--- config.mk ---
export PLATFORM = sky130hd
export DESIGN_NAME = pet_sram_arbiter
export DESIGN_NICKNAME = d
export VERILOG_FILES = /design/src/rtl/pet_sram_pkg.sv /design/src/rtl/pet_sram_rr_pick.sv /design/src/rtl/pet_sram_arbiter.sv
export SDC_FILE = /design/constraint.sdc
export NUM_CORES = 1
export LEC_CHECK = 0
export CAP_MARGIN = 25
export CORE_AREA = 3 3 115 117
export CTS_CLUSTER_SIZE = 20
export DETAILED_ROUTE_END_ITERATION = 6
export DIE_AREA = 0 0 118 120
export MAX_ROUTING_LAYER = met4
export PLACE_DENSITY = 0.76
export SLEW_MARGIN = 30
export SYNTH_ARGS = -nofsm -noshare
export SYNTH_HDL_FRONTEND = slang
export SYNTH_SLANG_ARGS = --single-unit
export TNS_END_PERCENT = 10
--- constraint.sdc ---
create_clock -name clk -period 1.75 [get_ports clk]
set_input_delay 0.525 -clock clk [delete_from_list [all_inputs] [get_ports clk]]
set_output_delay 0.525 -clock clk [all_outputs]
set_load 0.03 [all_outputs]
--- src/rtl/pet_sram_pkg.sv ---
// rtl/pet_sram_pkg.sv - shared types for the PET SDRAM port arbiter
package pet_sram_pkg;

  localparam int AW_DEFAULT = 25;
  localparam int TIMER_W    = 8;

  typedef enum logic [1:0] {
    IDLE  = 2'd0,
    ISSUE = 2'd1,
    WAIT  = 2'd2,
    DONE  = 2'd3
  } state_t;

  typedef enum logic [1:0] {
    G_DL   = 2'd0,
    G_TAPE = 2'd1,
    G_AUX  = 2'd2
  } grant_t;

endpackage

--- src/rtl/pet_sram_rr_pick.sv ---
// rtl/pet_sram_rr_pick.sv - tape/aux round-robin picker with download override
module pet_sram_rr_pick
  import pet_sram_pkg::*;
(
  input  logic   clk,
  input  logic   reset,
  input  logic   dl_req,
  input  logic   tape_req,
  input  logic   aux_req,
  input  logic   take,
  output logic   valid,
  output grant_t grant
);

  logic favour_aux;

  always_comb begin
    valid = dl_req | tape_req | aux_req;
    grant = G_DL;
    if (dl_req)
      grant = G_DL;
    else if (tape_req && aux_req)
      grant = favour_aux ? G_AUX : G_TAPE;
    else if (tape_req)
      grant = G_TAPE;
    else if (aux_req)
      grant = G_AUX;
  end

  // Download grants leave the tape/aux turn untouched.
  always_ff @(posedge clk) begin
    if (reset)
      favour_aux <= 1'b0;
    else if (take && valid && grant != G_DL)
      favour_aux <= (grant == G_TAPE);
  end

endmodule

--- src/rtl/pet_sram_arbiter.sv ---
// rtl/pet_sram_arbiter.sv - sequences download, tape and loader accesses onto one SDRAM port
module pet_sram_arbiter
  import pet_sram_pkg::*;
#(
  parameter int AW      = AW_DEFAULT,
  parameter int TIMEOUT = 255
) (
  input  logic          clk,
  input  logic          reset,
  input  logic          dl_wr,
  input  logic [AW-1:0] dl_addr,
  input  logic [7:0]    dl_data,
  output logic          dl_busy,
  output logic          dl_overflow,
  input  logic          tape_rd,
  input  logic [AW-1:0] tape_addr,
  output logic [7:0]    tape_data,
  output logic          tape_ack,
  input  logic          aux_req,
  input  logic          aux_we,
  input  logic [AW-1:0] aux_addr,
  input  logic [7:0]    aux_din,
  output logic [7:0]    aux_dout,
  output logic          aux_ack,
  output logic [AW-1:0] mem_addr,
  output logic [7:0]    mem_din,
  input  logic [7:0]    mem_dout,
  output logic          mem_we,
  output logic          mem_rd,
  input  logic          mem_ready,
  output logic          timeout_err
);

  localparam logic [TIMER_W-1:0] TIMEOUT_V = TIMER_W'(TIMEOUT);

  state_t              state, state_nxt;
  grant_t              owner;
  logic                dir_we;
  logic [TIMER_W-1:0]  timer;
  logic [AW-1:0]       dl_addr_q;
  logic [7:0]          dl_data_q;
  logic                pick_valid;
  grant_t              pick_grant;
  logic                timeout_hit;
  logic                xfer_end;
  logic                dl_free;
  logic [7:0]          rd_val;

  pet_sram_rr_pick u_pick (
    .clk      (clk),
    .reset    (reset),
    .dl_req   (dl_busy),
    .tape_req (tape_rd),
    .aux_req  (aux_req),
    .take     (state == IDLE),
    .valid    (pick_valid),
    .grant    (pick_grant)
  );

  assign timeout_hit = (state == WAIT) && !mem_ready && (timer == TIMEOUT_V);
  assign xfer_end    = (state == WAIT) && (mem_ready || timeout_hit);
  assign dl_free     = (state == DONE) && (owner == G_DL);
  assign rd_val      = mem_ready ? mem_dout : 8'hFF;

  always_ff @(posedge clk) begin
    if (reset)
      state <= IDLE;
    else
      state <= state_nxt;
  end

  always_comb begin
    state_nxt = state;
    case (state)
      IDLE:    if (pick_valid) state_nxt = ISSUE;
      ISSUE:   state_nxt = WAIT;
      WAIT:    if (xfer_end) state_nxt = DONE;
      DONE:    state_nxt = IDLE;
      default: state_nxt = IDLE;
    endcase
  end

  always_comb begin
    mem_we   = (state == ISSUE) && dir_we;
    mem_rd   = (state == ISSUE) && !dir_we;
    tape_ack = (state == DONE) && (owner == G_TAPE);
    aux_ack  = (state == DONE) && (owner == G_AUX);
  end

  // Grant latch, timer and read-data capture.
  always_ff @(posedge clk) begin
    if (reset) begin
      owner       <= G_DL;
      dir_we      <= 1'b0;
      mem_addr    <= '0;
      mem_din     <= 8'h00;
      timer       <= '0;
      tape_data   <= 8'h00;
      aux_dout    <= 8'h00;
      timeout_err <= 1'b0;
    end else begin
      case (state)
        IDLE: begin
          if (pick_valid) begin
            owner <= pick_grant;
            case (pick_grant)
              G_DL: begin
                mem_addr <= dl_addr_q;
                mem_din  <= dl_data_q;
                dir_we   <= 1'b1;
              end
              G_TAPE: begin
                mem_addr <= tape_addr;
                mem_din  <= 8'h00;
                dir_we   <= 1'b0;
              end
              default: begin
                mem_addr <= aux_addr;
                mem_din  <= aux_din;
                dir_we   <= aux_we;
              end
            endcase
          end
        end
        ISSUE: timer <= '0;
        WAIT: begin
          if (timeout_hit)
            timeout_err <= 1'b1;
          else if (!mem_ready)
            timer <= timer + 1'b1;
          if (xfer_end && !dir_we) begin
            if (owner == G_TAPE)
              tape_data <= rd_val;
            else if (owner == G_AUX)
              aux_dout <= rd_val;
          end
        end
        default: ;
      endcase
    end
  end

  // The buffer frees in DONE, so a byte arriving that same cycle refills it cleanly.
  always_ff @(posedge clk) begin
    if (reset) begin
      dl_busy     <= 1'b0;
      dl_overflow <= 1'b0;
      dl_addr_q   <= '0;
      dl_data_q   <= 8'h00;
    end else if (dl_wr) begin
      if (!dl_busy || dl_free) begin
        dl_busy   <= 1'b1;
        dl_addr_q <= dl_addr;
        dl_data_q <= dl_data;
      end else begin
        dl_overflow <= 1'b1;
      end
    end else if (dl_free) begin
      dl_busy <= 1'b0;
    end
  end

endmodule

# After elaboration in Yosys (flattened, before gate mapping)
# Cells that the tools add are included.
# W data, S select, Z words.
[word_totals] reg_bits=99 latch_bits=0 mem_bits_rw=0 rom_bits=0 input_bits=106 output_inout_bits=56 elab_cells=81 mem_count=0
[classes] add_sub_neg=1 n_mul=0 div_mod_pow=0 magnitude_cmp=0 n_eq_ne=12 shift=0 muxes=18 bitwise_logic=4 n_reduce_logical=32
[op_table] operator="$pmux W25 S2" count=1
[op_table] operator="$pmux W8 S2" count=2
[op_table] operator="$mux W8" count=3
[op_table] operator="$mux W2" count=7
[op_table] operator="$logic_and A1 B1 Y1" count=12
[op_table] operator="$reduce_and A2 Y1" count=6
[op_table] operator="$add A8 B1 Y8 const B" count=1
[op_table] operator="$eq A8 B8 Y1 const B" count=1
[op_table] operator="$ne A2 B2 Y1 const B" count=4
[op_table] operator="$pmux W2 S4" count=1
[op_table] operator="$eq A2 B1 Y1 const B" count=3
[op_table] operator="$eq A2 B2 Y1 const B" count=3
[op_table] operator="$logic_not A2 Y1" count=3
[op_table] operator="$reduce_and A3 Y1" count=2
[op_table] operator="$reduce_bool A2 Y1" count=3
[op_table] operator="$reduce_and A4 Y1" count=1
[op_table] operator="$logic_not A1 Y1" count=3
[op_table] operator="$mux W1" count=3
[op_table] operator="$logic_or A1 B1 Y1" count=2
[op_table] operator="$ne A2 B1 Y1 const B" count=1
[op_table] operator="$not A1 Y1" count=2
[op_table] operator="$or A1 B1 Y1" count=2
[op_table] operator="$pmux W1 S2" count=1

# Longest topological paths before layout
# Gate-level depths: netlist (run 1).
[logic_depth] ltp_word=7 mapped_depth=7 ltp_nobuf=6

# By module
# A second synthesis (run 1) with hierarchy kept.
[hier_totals] hier_cells=551 hier_area_um2=4440.5
[modules_own_cells] module="pet_sram_arbiter" n_inst=1 cells_each=541 area_each_um2=4357.9 seq_area_each_um2=1961.9
[modules_own_cells] module="pet_sram_rr_pick" n_inst=1 cells_each=10 area_each_um2=82.6 seq_area_each_um2=20.0

# Worst setup path after synthesis (run 1)
# Ideal clock, no wire load.
[synth_path] path_kind="reg2reg" start="reg dl_busy" end="reg mem_addr[5]" arrival_time_ps=1563 required_ps=1616 path_slack_ps=53 path_stages_with_launch=8 n_path_buf=3 path_cell_list="dfxtp_1 -> buf_2 -> inv_1 -> o211a_1 -> buf_4 -> buf_6 -> a222oi_1 -> a211oi_1"
[synth_via] elab_chain_len=3 word_cells_on_any_way=7
[synth_rtl] element="start: declaration" line_no="pet_sram_arbiter.sv:13" rtl="output logic dl_busy,"
[synth_rtl] element="start signal: assignment" line_no="pet_sram_arbiter.sv:146" rtl="dl_busy <= 1'b0;"
[synth_rtl] element="start signal: assignment" line_no="pet_sram_arbiter.sv:152" rtl="dl_busy <= 1'b1;"
[synth_rtl] element="start signal: assignment" line_no="pet_sram_arbiter.sv:159" rtl="dl_busy <= 1'b0;"
[synth_rtl] element="$mux W2 / $or A1 B1 Y1 (equally long branches)" line_no="pet_sram_rr_pick.sv:20, pet_sram_rr_pick.sv:18"
[synth_rtl] element="$eq A2 B1 Y1, or another cell as far along" line_no="pet_sram_arbiter.sv:106" rtl="case (pick_grant)"
[synth_rtl] element="$pmux W25 S2 / $reduce_and A2 Y1 (equally long branches)"
[synth_rtl] element="end signal: assignment" line_no="pet_sram_arbiter.sv:108" rtl="mem_addr <= dl_addr_q;"
[synth_rtl] element="end signal: assignment" line_no="pet_sram_arbiter.sv:113" rtl="mem_addr <= tape_addr;"
[synth_rtl] element="end signal: assignment" line_no="pet_sram_arbiter.sv:118" rtl="mem_addr <= aux_addr;"
[synth_rtl] element="end: declaration" line_no="pet_sram_arbiter.sv:25" rtl="output logic [AW-1:0] mem_addr,"
# Several ways; a longest one is shown, not always the timed one.
# A chain may end at the register's enable or synchronous reset.

# Worst setup path after layout (run 1)
[layout_path] start="reg state[0]" end="out tape_ack"
[layout_via] elab_chain_len=2
[layout_rtl] element="start: declaration" line_no="pet_sram_arbiter.sv:36" rtl="state_t state, state_nxt;"
[layout_rtl] element="start signal: assignment" line_no="pet_sram_arbiter.sv:69" rtl="state <= state_nxt;"
[layout_rtl] element="$eq A2 B2 Y1" line_no="pet_sram_arbiter.sv:86" rtl="tape_ack = (state == DONE) && (owner == G_TAPE);"
[layout_rtl] element="$logic_and A1 B1 Y1" line_no="pet_sram_arbiter.sv:86"
[layout_rtl] element="end: declaration" line_no="pet_sram_arbiter.sv:18" rtl="output logic tape_ack,"
# No other way between the ends.

==> impl_metrics.ini, run 1 <==
[synth]
synth-seq-cells = 99
synth_area_leaders = dfxtp_1, nand2_1, a21oi_1
seq_area_frac_synth = 0.4673
synth-warning-count = 0
netlist_instances = 476
synth_largest_area_cell = dfxtp_1
synth_top_area_frac = 0.4673
netlist_area_um2 = 4242
syn_area_per_cell_um2 = 8.911
syn_nets = 588
synth_cell_types = 41

[sta]
finalSetupViolCount = 0
rsz0062_at_grt = true
max_slew.worst_pin.slew_ps = 400.8
fin_crit_sh = 0.9986
finalClockSkew_ps = 8.056
period_needed_ps = 1748
hold_violations = 0
slew-limit-headroom = 0.7323
fmax_ghz = 0.5722
tns_ps = 0
drv_slew = 0

[layout]
fin_util = 0.5205
fin_cells = 816
drive_gt1_frac = 0.1211
diodes = 0
fin_nets = 751
areaGrowthSynthToFinish_pct = 52.98
design_area_um2 = 6489

[routing]
route.met2.wl_um = 6648
wire_per_inst_um = 16.05
maxUsedRoutingLayer = met4
first_pass_iters = 7
drt_iter0_drc = 310
met1Wirelength_um = 5572
drc = 0
vias = 4145
wl_um = 13100
wl_met3_um = 736
antenna_left = 0
viasPerCell = 5.080

[power]
combPwrFrac = 0.399
p_switching_mw = 3.004
power.internal_mw = 5.242
power_density_nw_per_um2 = 1271
p_seq_frac = 0.358
p_sw_frac = 0.3643
ir_drop_mv = 0.5772
power.leakage_nw = 2.627
power_mw = 8.247
power.share.clock = 0.243

[global_route]
grt_pass1_vias = 3978
antenna_found_initial = 0
gr-total-overflow = 0
grt_max_degree = 42
grt_pass1_wl_um = 20310
grt_usage = 0.1800

[run]
drv_cap = 0

[critical_path]
path_cells = ha_2 > and3b_1 > buf_6
crit_type = flip-flop to primary output
worstPathArrival_ps = 1220
crit_path_end_kind = primary output
critical_path.slowest_cell = dfxtp_4
critPathLaunchType = flip-flop
path_max_fanout = 4
crit_required_ps = 1220
slowest_delay_ps = 370

[floorplanning]
die_x_um = 118
start_util = 0.3403
coreArea_um2 = 12470
die_area_um2 = 14160
row_count = 41
pin_count = 162
fp.dieH_um = 120

[placed_design]
dp_hpwl_um = 9568
place_area_um2 = 6096
place_congestion = 0.8162
numPortBuffers = 161
place_inst = 797

[run_status]
status = finished clean

[cts]
holdBufCountCts = 0
cts_buffers = 9
clk_pin_slew_ps = 70
cts-root-buf = clkbuf_16
clock_path_buffers = 2
cts_tree = yes
clock-sinks = 99
clock_latency_ps = 330
cts-htree-levels = 3

[min_path]
hp-class = flip-flop to flip-flop
## per-stage QoR
step	hold WS [ps]	setup WS (ps)
global placement	443.6	-291.0
finish	456.3	2.416
floorplan	435.7	53.11
global route	472.9	-54.44
CTS	457.1	-77.44
detailed placement	447.7	-345.3
## registers in the layout, indices dropped and copies added, names as in the netlist
name,count
dl_addr_q,25
mem_addr,25
aux_dout,8
dl_data_q,8
mem_din,8
tape_data,8
timer,8
owner,2
state,2
dir_we,1
dl_busy,1
dl_overflow,1
timeout_err,1
u_pick.favour_aux,1
## critical path: cells and delay by family, from the launching register on
family        cells  cell delay [ps]
buf+inv           1              140
simple gates      1              190
fa+ha+maj         1              190
flops             1              370
## power groups by stage
stage | Clock [mW] | Combinational [mW] | Sequential [mW]
6_report | 2.00 | 3.29 | 2.95
3_3_place_gp | 0 | 3.25 | 2.97
5_1_grt | 2.15 | 3.57 | 3.00
3_5_place_dp | 0 | 3.30 | 2.99
2_1_floorplan | 0 | 1.30 | 3.57
4_1_cts | 2.07 | 3.10 | 2.93
## layer usage
layer | up-vias | GRT usage
li1 | 2055 | -
met1 | 1925 | 0.2244
met4 | 0 | 0.04762
met2 | 152 | 0.3061
met3 | 13 | 0.02875
met5 | - | -
## final timing paths
path                            depth (start not counted)       endpoint     startpoint  slack [ps]
worst max-delay path                                    3       tape_ack       state[0]           2
worst min-delay path                                    2  dl_addr_q[20]  dl_addr_q[20]         460
worst max register to register                          6   dl_addr_q[2]       state[0]          50
worst min register to register                          2  dl_addr_q[20]  dl_addr_q[20]         460
## cell type report
class	instances	area, um^2
clock buffers	11	242.7
multi-input cells	330	2059
repair buffers	193	1899
flip-flops and latches	99	1989
fillers	1150	5977
well taps	172	215.2
clock inverters	5	60.06
inverters	6	22.52
## cells in the final DEF, fill, tap and decap left out, types with 2 or more instances in the layout
cell	count
dfxtp_4	2
nor2b_1	9
a222oi_1	25
clkdlybuf4s50_1	102
nand2_1	81
inv_1	4
or3_1	4
a31oi_2	2
a221oi_1	9
buf_4	24
nor3_1	10
dlygate4sd2_1	51
inv_6	2
and3b_1	2
a21oi_1	58
mux2i_1	5
nand3_1	4
nor2b_4	4
clkbuf_16	10
ha_1	3
buf_12	7
o21ai_0	3
o21a_1	17
dlymetal6s2s_1	2
nand4_1	2
nor4bb_2	2
nor2_1	41
a211oi_2	2
nand2b_1	4
ha_2	2
inv_2	2
dfxtp_1	97
a211oi_1	26
buf_6	5
## what timing repair did
item | CTS | global route
pin swaps | 0 | 4
resized for setup | 57 | 23
cloned | 0 | 1
setup endpoints to repair | 71 | 56
buffers inserted | 0 | 2
## synth_stat cells
library cell and n:
buf_2 13, dfxtp_1 99, ha_1 6, nand3_1 4, o21bai_1 1, clkbuf_4 2
inv_2 1, nand2_1 81, o21a_1 17, buf_1 1, and2_1 2, or3_1 4
a211oi_4 1, a211oi_1 28, a31oi_1 2, nor2_1 41, nor2b_1 13, o211a_1 1
clkbuf_1 12, o2111ai_1 1, and3b_1 2, nand2b_1 4, a221oi_1 9, o21ai_2 1
a31oi_2 1, a21boi_4 1, nor3_1 10, nor4bb_1 2, nand4_1 2, o21ai_0 3
buf_4 2, a21bo_1 1, and4_1 1, nor3_2 1, a2111o_1 1, a21oi_1 58
inv_1 5, a222oi_1 25, or3b_4 1, mux2i_1 5, buf_6 11
## logic make-up after synthesis
family | share of synthesized area
buffers and inverters | 0.06843
multiplexers | 0.01180
adder cells (fa/ha/maj) | 0.01770
AO/OA/AOI/OAI | 0.2575
AND/OR/NAND/NOR | 0.1773
flip-flops | 0.4673
Power figures use the tool's default switching activity.
==> run 2, diff against run 1 <==
--- a/config.mk
+++ b/config.mk
@@ -5,7 +5,7 @@
 export SDC_FILE = /design/constraint.sdc
 export NUM_CORES = 1
 export LEC_CHECK = 0
-export CAP_MARGIN = 25
+export CAP_MARGIN = 20
 export CORE_AREA = 3 3 115 117
 export CTS_CLUSTER_SIZE = 20
 export DETAILED_ROUTE_END_ITERATION = 6
==> results of run 2 <==
The final DEF is identical to that of run 1; final timing and power are the same.
